$ cat src/rtl/mem_request_queue_if.sv
// Opcode definitions shared with the trace parser, and the bundle of signals
// between the parser, the request queue and the DRAM scheduler.
package global_defs;
    localparam int unsigned ADDRESS_WIDTH = 32;

    typedef enum logic [1:0] {
        NOP          = 2'd0,
        DATA_READ    = 2'd1,
        DATA_WRITE   = 2'd2,
        OPCODE_FETCH = 2'd3
    } parsed_op_t;
endpackage

interface mem_request_queue_if #(
    parameter int unsigned ADDRESS_WIDTH = global_defs::ADDRESS_WIDTH,
    parameter int unsigned DEPTH         = 16,
    parameter int unsigned TIME_WIDTH    = 64
);
    global_defs::parsed_op_t    in_op;
    logic [ADDRESS_WIDTH-1:0]   in_address;
    logic                       in_ready;
    logic                       out_valid;
    global_defs::parsed_op_t    out_op;
    logic [ADDRESS_WIDTH-1:0]   out_address;
    logic [TIME_WIDTH-1:0]      out_enq_time;
    logic [TIME_WIDTH-1:0]      out_age;
    logic                       out_pop;
    logic [$clog2(DEPTH):0]     occupancy;
    logic                       full;
    logic                       empty;
    logic [TIME_WIDTH-1:0]      cycle_count;

    // Parser and scheduler side drive the operation offer and the pop.
    modport master (
        output in_op, in_address, out_pop,
        input  in_ready, out_valid, out_op, out_address, out_enq_time, out_age,
        input  occupancy, full, empty, cycle_count
    );

    modport slave (
        input  in_op, in_address, out_pop,
        output in_ready, out_valid, out_op, out_address, out_enq_time, out_age,
        output occupancy, full, empty, cycle_count
    );
endinterface

$ cat src/rtl/mem_request_queue.sv
// In-order queue of timestamped parser operations feeding the DRAM scheduler.
// Back-pressures the parser when full; head outputs are forced to NOP/0 when empty.
module mem_request_queue #(
    parameter int unsigned ADDRESS_WIDTH = global_defs::ADDRESS_WIDTH,
    parameter int unsigned DEPTH         = 16,
    parameter int unsigned TIME_WIDTH    = 64
) (
    input  logic                clock,
    input  logic                reset_n,
    mem_request_queue_if.slave  bus
);
    import global_defs::*;

    localparam int unsigned     PTR_W      = $clog2(DEPTH);
    localparam logic [PTR_W:0]  FULL_COUNT = (PTR_W+1)'(DEPTH);

    typedef struct packed {
        parsed_op_t                 op;
        logic [ADDRESS_WIDTH-1:0]   address;
        logic [TIME_WIDTH-1:0]      enq_time;
    } entry_t;

    entry_t                 entries [DEPTH];
    entry_t                 head_entry;
    logic [PTR_W-1:0]       head_ptr;
    logic [PTR_W-1:0]       tail_ptr;
    logic [PTR_W:0]         count;
    logic [TIME_WIDTH-1:0]  cycle_count_r;
    logic                   full_r;
    logic                   empty_r;
    logic                   push;
    logic                   pop;

    // Ready comes from registered occupancy only, so a full queue refuses an
    // offer even in a cycle where the scheduler pops.
    always_comb begin
        full_r  = (count == FULL_COUNT);
        empty_r = (count == '0);
        push    = (bus.in_op != NOP) && !full_r;
        pop     = bus.out_pop && !empty_r;
    end

    always_ff @(posedge clock or negedge reset_n) begin
        if (!reset_n) begin
            cycle_count_r <= '0;
            head_ptr      <= '0;
            tail_ptr      <= '0;
            count         <= '0;
        end else begin
            cycle_count_r <= cycle_count_r + TIME_WIDTH'(1);
            if (push) tail_ptr <= tail_ptr + PTR_W'(1);
            if (pop)  head_ptr <= head_ptr + PTR_W'(1);
            case ({push, pop})
                2'b10:   count <= count + (PTR_W+1)'(1);
                2'b01:   count <= count - (PTR_W+1)'(1);
                default: count <= count;
            endcase
        end
    end

    // Storage is left uncleared by reset; occupancy alone decides validity.
    always_ff @(posedge clock) begin
        if (push) begin
            entries[tail_ptr] <= '{op: bus.in_op, address: bus.in_address, enq_time: cycle_count_r};
        end
    end

    always_comb begin
        head_entry       = entries[head_ptr];
        bus.in_ready     = !full_r;
        bus.out_valid    = !empty_r;
        bus.full         = full_r;
        bus.empty        = empty_r;
        bus.occupancy    = count;
        bus.cycle_count  = cycle_count_r;
        bus.out_op       = NOP;
        bus.out_address  = '0;
        bus.out_enq_time = '0;
        bus.out_age      = '0;
        if (!empty_r) begin
            bus.out_op       = head_entry.op;
            bus.out_address  = head_entry.address;
            bus.out_enq_time = head_entry.enq_time;
            bus.out_age      = cycle_count_r - head_entry.enq_time;
        end
    end
endmodule

$ cat src/flat_wrapper.sv
// flat-port wrapper written by rule: the top's interface ports become plain ports
module mem_request_queue_flat import global_defs::*;
#(
    parameter int unsigned ADDRESS_WIDTH = global_defs::ADDRESS_WIDTH,
    parameter int unsigned DEPTH         = 16,
    parameter int unsigned TIME_WIDTH    = 64
)
  (clock, reset_n, bus_in_op, bus_in_address, bus_out_pop, bus_in_ready, bus_out_valid, bus_out_op, bus_out_address, bus_out_enq_time, bus_out_age, bus_occupancy, bus_full, bus_empty, bus_cycle_count);
  mem_request_queue_if #(.ADDRESS_WIDTH(ADDRESS_WIDTH), .DEPTH(DEPTH), .TIME_WIDTH(TIME_WIDTH)) bus_i ();
  input  logic clock;
  input  logic reset_n;
  input wire logic [$bits(bus_i.in_op)-1:0] bus_in_op;
  input wire logic [$bits(bus_i.in_address)-1:0] bus_in_address;
  input wire logic [$bits(bus_i.out_pop)-1:0] bus_out_pop;
  output wire logic [$bits(bus_i.in_ready)-1:0] bus_in_ready;
  output wire logic [$bits(bus_i.out_valid)-1:0] bus_out_valid;
  output wire logic [$bits(bus_i.out_op)-1:0] bus_out_op;
  output wire logic [$bits(bus_i.out_address)-1:0] bus_out_address;
  output wire logic [$bits(bus_i.out_enq_time)-1:0] bus_out_enq_time;
  output wire logic [$bits(bus_i.out_age)-1:0] bus_out_age;
  output wire logic [$bits(bus_i.occupancy)-1:0] bus_occupancy;
  output wire logic [$bits(bus_i.full)-1:0] bus_full;
  output wire logic [$bits(bus_i.empty)-1:0] bus_empty;
  output wire logic [$bits(bus_i.cycle_count)-1:0] bus_cycle_count;
  assign bus_i.in_op = bus_in_op;
  assign bus_i.in_address = bus_in_address;
  assign bus_i.out_pop = bus_out_pop;
  assign bus_in_ready = bus_i.in_ready;
  assign bus_out_valid = bus_i.out_valid;
  assign bus_out_op = bus_i.out_op;
  assign bus_out_address = bus_i.out_address;
  assign bus_out_enq_time = bus_i.out_enq_time;
  assign bus_out_age = bus_i.out_age;
  assign bus_occupancy = bus_i.occupancy;
  assign bus_full = bus_i.full;
  assign bus_empty = bus_i.empty;
  assign bus_cycle_count = bus_i.cycle_count;
  mem_request_queue #(.ADDRESS_WIDTH(ADDRESS_WIDTH), .DEPTH(DEPTH), .TIME_WIDTH(TIME_WIDTH)) u_core (.clock(clock), .reset_n(reset_n), .bus(bus_i));
endmodule
$ cat config.mk
export PLATFORM = sky130hd
export DESIGN_NAME = mem_request_queue_flat
export DESIGN_NICKNAME = d
export VERILOG_FILES = /design/src/rtl/mem_request_queue_if.sv /design/src/rtl/mem_request_queue.sv /design/src/flat_wrapper.sv
export SDC_FILE = /design/constraint.sdc
export NUM_CORES = 2
export LEC_CHECK = 0
export BUFFER_PORTS_ARGS = -buffer_cell sky130_fd_sc_hd__buf_2
export CORE_ASPECT_RATIO = 1.1
export CORE_UTILIZATION = 46
export CTS_BUF_LIST = sky130_fd_sc_hd__clkbuf_4
export DETAILED_ROUTE_END_ITERATION = 16
export HOLD_SLACK_MARGIN = 0.02
export PLACE_DENSITY_LB_ADDON = 0.12
export SYNTH_ARGS = -nofsm -noshare
export SYNTH_HDL_FRONTEND = slang
export SYNTH_SLANG_ARGS = --single-unit
export TNS_END_PERCENT = 20
$ cat constraint.sdc
create_clock -name clock -period 5.8 [get_ports clock]
set_clock_uncertainty 0.15 [all_clocks]
set_input_delay 0.87 -clock clock [delete_from_list [all_inputs] [get_ports clock]]
set_output_delay 0.87 -clock clock [all_outputs]
set_load 0.005 [all_outputs]
Word-level counts from Yosys, hierarchy flattened
Memories as Yosys holds them, arrays and structs flattened.
Index checks and enable logic that the tools add are counted.
{"block": "word_totals", "reg_bits": 77, "ramBits": 1568, "inputBits": 37, "out_inout_bits": 235, "wordCells": 28, "memories": 1}
{"memory": "u_core.entries", "depth": 16, "word_bits": 98, "read_ports": 1, "rd_clocked_by_memory_dff": 0, "wr": 1, "line_no": "mem_request_queue.sv:23", "rtl": "entry_t entries [DEPTH];"}
{"block": "classes", "addsub": 6, "n_eq_ne": 3, "mux": 7, "n_reduce_logical": 7}
{"op": "two-way mux 64 bit", "n": 2}
{"op": "adder 64 x 1 -> 64 bit (second input constant)", "n": 1}
{"op": "subtractor 64 bit", "n": 1}
{"op": "two-way mux 32 bit", "n": 1}
{"op": "one-hot mux 5 bit (2 select lines)", "n": 1}
{"op": "adder 4 x 1 -> 4 bit (second input constant)", "n": 2}
{"op": "adder 5 x 1 -> 5 bit (second input constant)", "n": 1}
{"op": "equality test 5 bit (second input constant)", "n": 1}
{"op": "zero test 5 bit", "n": 1}
{"op": "subtractor 5 x 1 -> 5 bit (second input constant)", "n": 1}
{"op": "nonzero test 2 bit", "n": 2}
{"op": "equality test 2 x 1 -> 1 bit (second input constant)", "n": 1}
{"op": "equality test 2 bit (second input constant)", "n": 1}
{"op": "logical AND 1 bit", "n": 2}
{"op": "zero test 1 bit", "n": 2}
{"op": "two-way mux 1 bit", "n": 2}
{"op": "two-way mux 2 bit", "n": 1}

Depth between registers and ports, before layout
{"block": "logic_depth", "word_depth": 5, "mapped_depth": 18, "mapped_depth_nobuf": 14}

Worst setup path after synthesis
Ideal clock, no wire load.
{"block": "synth_timing", "path_type": "reg-to-output", "from": "register u_core.head_ptr[0]", "to": "output port bus_out_age[59]", "arrival_ps": 4593, "t_required_ps": 4780, "slack_ps": 187, "stages_incl_launch_ff": 18, "n_path_buf": 5, "cell_sequence": "dfrtp_1 -> buf_2 -> clkbuf_1 -> clkbuf_1 -> buf_2 -> mux4_2 -> mux4_2 -> inv_1 -> ha_1 -> buf_6 -> a2111o_1 -> o2111a_2 -> a2bb2oi_2 -> a41o_4 -> a31oi_4 -> o31ai_2 -> and3_1 -> nor4_1"}
{"block": "synth_via", "elab_chain_len": 3}
{"element": "from (decl)", "line_no": "mem_request_queue.sv:25", "rtl": "logic [PTR_W-1:0] head_ptr;"}
{"element": "from (signal assigned)", "line_no": "mem_request_queue.sv:52", "rtl": "if (pop) head_ptr <= head_ptr + PTR_W'(1);"}
{"element": "memory (16 x 98 bit)"}
{"element": "subtractor 64 bit", "line_no": "mem_request_queue.sv:84", "rtl": "bus.out_age = cycle_count_r - head_entry.enq_time;"}
{"element": "two-way mux 64 bit", "line_no": "mem_request_queue.sv:80", "rtl": "if (!empty_r) begin"}
{"element": "to (decl)", "line_no": "flat_wrapper.sv:20", "rtl": "output wire logic [$bits(bus_i.out_age)-1:0] bus_out_age;"}
Every way passes these cells.

Worst setup path in the final report
{"block": "layout_timing", "from": "register u_core.head_ptr[0]", "to": "output port bus_out_age[55]"}
Same word-level chain as after synthesis.

==> results.json <==
{
  "synth_nets": 3455,
  "synth_edf_count": 1568,
  "end_kind": "output port",
  "path_max_fanout": 8,
  "ys_ff_latch": 1645,
  "clkLatencyLatePin_ns": 1.38,
  "finalCriticalPeriod_ns": 6.940,
  "power_density_nw_per_um2": 537.2,
  "yosysMostFrequentCell": "edfxtp_1",
  "max-cap-violations": 0,
  "synthArstFlopShare_pct": 4.681,
  "drt_wl_total_um": 187700,
  "nets": 4542,
  "avgViaCountPerCell": 5.738,
  "vias": 38090,
  "cts_tree": "done",
  "synth_common_cells": "edfxtp_1 (1568), mux4_2 (490), nor2_1 (155), clkbuf_1 (116), nand2_1 (98)",
  "crit_type": "flop to output port",
  "violations": "setup timing",
  "postSynthCellCount": 3328,
  "max_freq_mhz": 144.1,
  "path_clk_slew_ns": 0.06,
  "yosysUniqueCellTypes": 64,
  "first_pass_iters": 5,
  "relSlewSlack_pct": 21.18,
  "status": "complete, but fails checks",
  "grt_pass1_vias": 40500,
  "htree_levels": 5,
  "start_util_pct": 46.53,
  "synth_flop_cell": "edfxtp_1",
  "grt.total_usage_pct": 25.46,
  "drv_slew": 0,
  "cts.path.max_buffers": 4,
  "critPathLaunchType": "flop",
  "wl_per_cell_um": 28.27,
  "post-route-period-util_pct": 119.7,
  "areaGrowthSynthToFinish_pct": 23.02,
  "hold_path.class": "input pin to flop",
  "setup_ws_ns": -1.140,
  "numCtsBuffers": 423,
  "layout.cells.non_filler": 6638,
  "drc": 0,
  "grt_max_degree": 88,
  "numPortBuffers": 271,
  "rows": 146,
  "yosysTopAreaCell": "edfxtp_1",
  "total_leakage_power_uw": 0.02917,
  "synth_area_leaders": "edfxtp_1 (70%), mux4_2 (16%), dfrtp_1 (2.9%)",
  "dp_hpwl_um": 106100,
  "antenna_found_initial": 5,
  "syn_avg_cell_area_um2": 20.20,
  "clock_tree.root_cell": "clkbuf_4",
  "drive_above_1_share_pct": 46.59,
  "cts.sink_count": 1645,
  "seq_area_frac_synth_pct": 72.89,
  "worstMarginPinSlew_ns": 1.182,
  "grt_setup_unrepaired": "yes",
  "place_congestion": 0.9121,
  "ant_nets": 0,
  "first_iter_violations": 3631,
  "post-place-cells": 5740,
  "dpl_cell_area_um2": 73670,
  "io_pins": 272,
  "grt_first_pass_wirelength_um": 271700,
  "grt-ovfl-total": 0,
  "ir_drop_mv": 0.2889,
  "die_x_um": 366.5,
  "yosys_warnings": 0,
  "arrival_ns": 5.92,
  "die_h_um": 403.0,
  "holdWs_ns": 0.3431,
  "synth_top_area_share_pct": 70.03,
  "hold_violations": 0,
  "cp.required_ns": 4.78,
  "fp.dieArea_um2": 147700,
  "fill_cells": 11010,
  "setup_violations": 59,
  "final_area_um2": 82720,
  "core_area_um2": 144500,
  "synth_area_um2": 67240
}
## power by group
part           leakage (uW)  total, uW  switching [uW]  internal, uW
registers            0.0151      15100             396         14700
clock network       0.00311       9580            4540          5040
logic                0.0109      19800           10300          9500
## state kept, by name (all words and copies together), names as in the netlist
name / flops
u_core.entries: 1568
u_core.bus.cycle_count: 64
u_core.bus.occupancy: 5
u_core.head_ptr: 4
u_core.tail_ptr: 4
## layout by cell type (no fill, tap or decap), types with 18 or more instances in the layout
cell,n
edfxtp_1,1568
clkbuf_4,614
mux4_2,490
buf_4,385
buf_2,259
nor2_1,140
nand2_1,89
clkinv_1,79
dfrtp_1,73
xnor2_1,64
ha_1,59
buf_6,52
a21oi_1,49
inv_1,44
inv_2,43
buf_12,43
and2_1,42
nand3_1,41
xor2_1,37
dlygate4sd3_1,37
nand4_1,30
a21oi_2,27
a21o_1,25
ha_4,24
and2_4,21
o21ai_0,21
clkinv_2,18
buf_16,18
## final timing paths
| path | from | to | slack [ns] | cells after the start |
|---|---|---|---|---|
| worst max-delay path | u_core.head_ptr[0] | bus_out_age[55] | -1.14 | 19 |
| worst min-delay path | bus_in_address[17] | u_core.entries[14][81] | 0.34 | 2 |
| worst max register to register | u_core.bus.occupancy[1] | u_core.bus.occupancy[4] | 1.76 | 14 |
| worst min register to register | u_core.bus.cycle_count[0] | u_core.bus.cycle_count[0] | 0.38 | 1 |
| max in group asynchronous | reset_n | u_core.bus.cycle_count[41] | 4.26 | 4 |
| min in group asynchronous | reset_n | u_core.bus.cycle_count[19] | 0.42 | 4 |
## stage by stage
stage / total power, uW / util, % / setup slack [ns] / TNS, ns
final: 44430 / 57.25 / -1.140 / -42.40
after global routing: 46540 / 57.25 / -1.300 / -55.46
after CTS: 44030 / 56.57 / -1.227 / -49.23
after detailed placement: 32220 / 50.98 / -0.3992 / -4.009
after global placement: 32000 / 50.98 / -0.3399 / -3.475
after floorplan: 24500 / - / 0.1870 / 0
## final cells by class
cell class / count / area [um^2] / share of cell area [%]
Multi-Input combinational cell: 1440 / 18820 / 22.76
Timing Repair Buffer: 814 / 6922 / 8.368
Antenna cell: 3 / 7.507 / 0.009076
Sequential cell: 1645 / 49030 / 59.27
Clock inverter: 107 / 559.3 / 0.6761
Inverter: 91 / 361.6 / 0.4372
Clock buffer: 614 / 4609 / 5.573
Tap cell: 1924 / 2407 / 2.910
## worst max-delay path, cell delays in order (launching register included)
cell and delay [ns]:
dfrtp_4 0.50, buf_8 0.15, buf_12 0.15, buf_16 0.15, buf_4 0.16, mux4_2 0.41
mux4_2 0.49, inv_1 0.12, ha_1 0.26, a21oi_2 0.11, o211ai_1 0.31, a21oi_4 0.11
o31ai_4 0.27, a221o_1 0.26, a31oi_4 0.09, o41a_4 0.45, xor2_2 0.20, nor2_2 0.19
buf_6 0.15, buf_2 0.11
## per-layer routing
layer | vias to the layer above | track usage [%] | share of wire (%)
met5 | - | 0 | 0
met4 | 0 | 6.863 | 1.8
met3 | 239 | 5.761 | 7.1
met2 | 1567 | 41.89 | 50
met1 | 20190 | 34.28 | 41
li1 | 16090 | - | -
## cells by family after synthesis
logic type      synth area share (%)
buf+inv                        1.429
fa+ha+maj                      1.697
xor+xnor                       1.589
compound gates                 2.332
mux                            16.47
flops                          72.89
simple gates                   3.588
## timing repair
action	4_1_cts	5_1_grt
cloned	13	6
setup buffers	85	45
hold buffers	38	0
pin swaps	72	57
endpoints found under the setup margin	84	63
hold endpoints to repair	589	0
gates resized for setup	342	103
No activity file was read; power rests on OpenSTA's default activity.
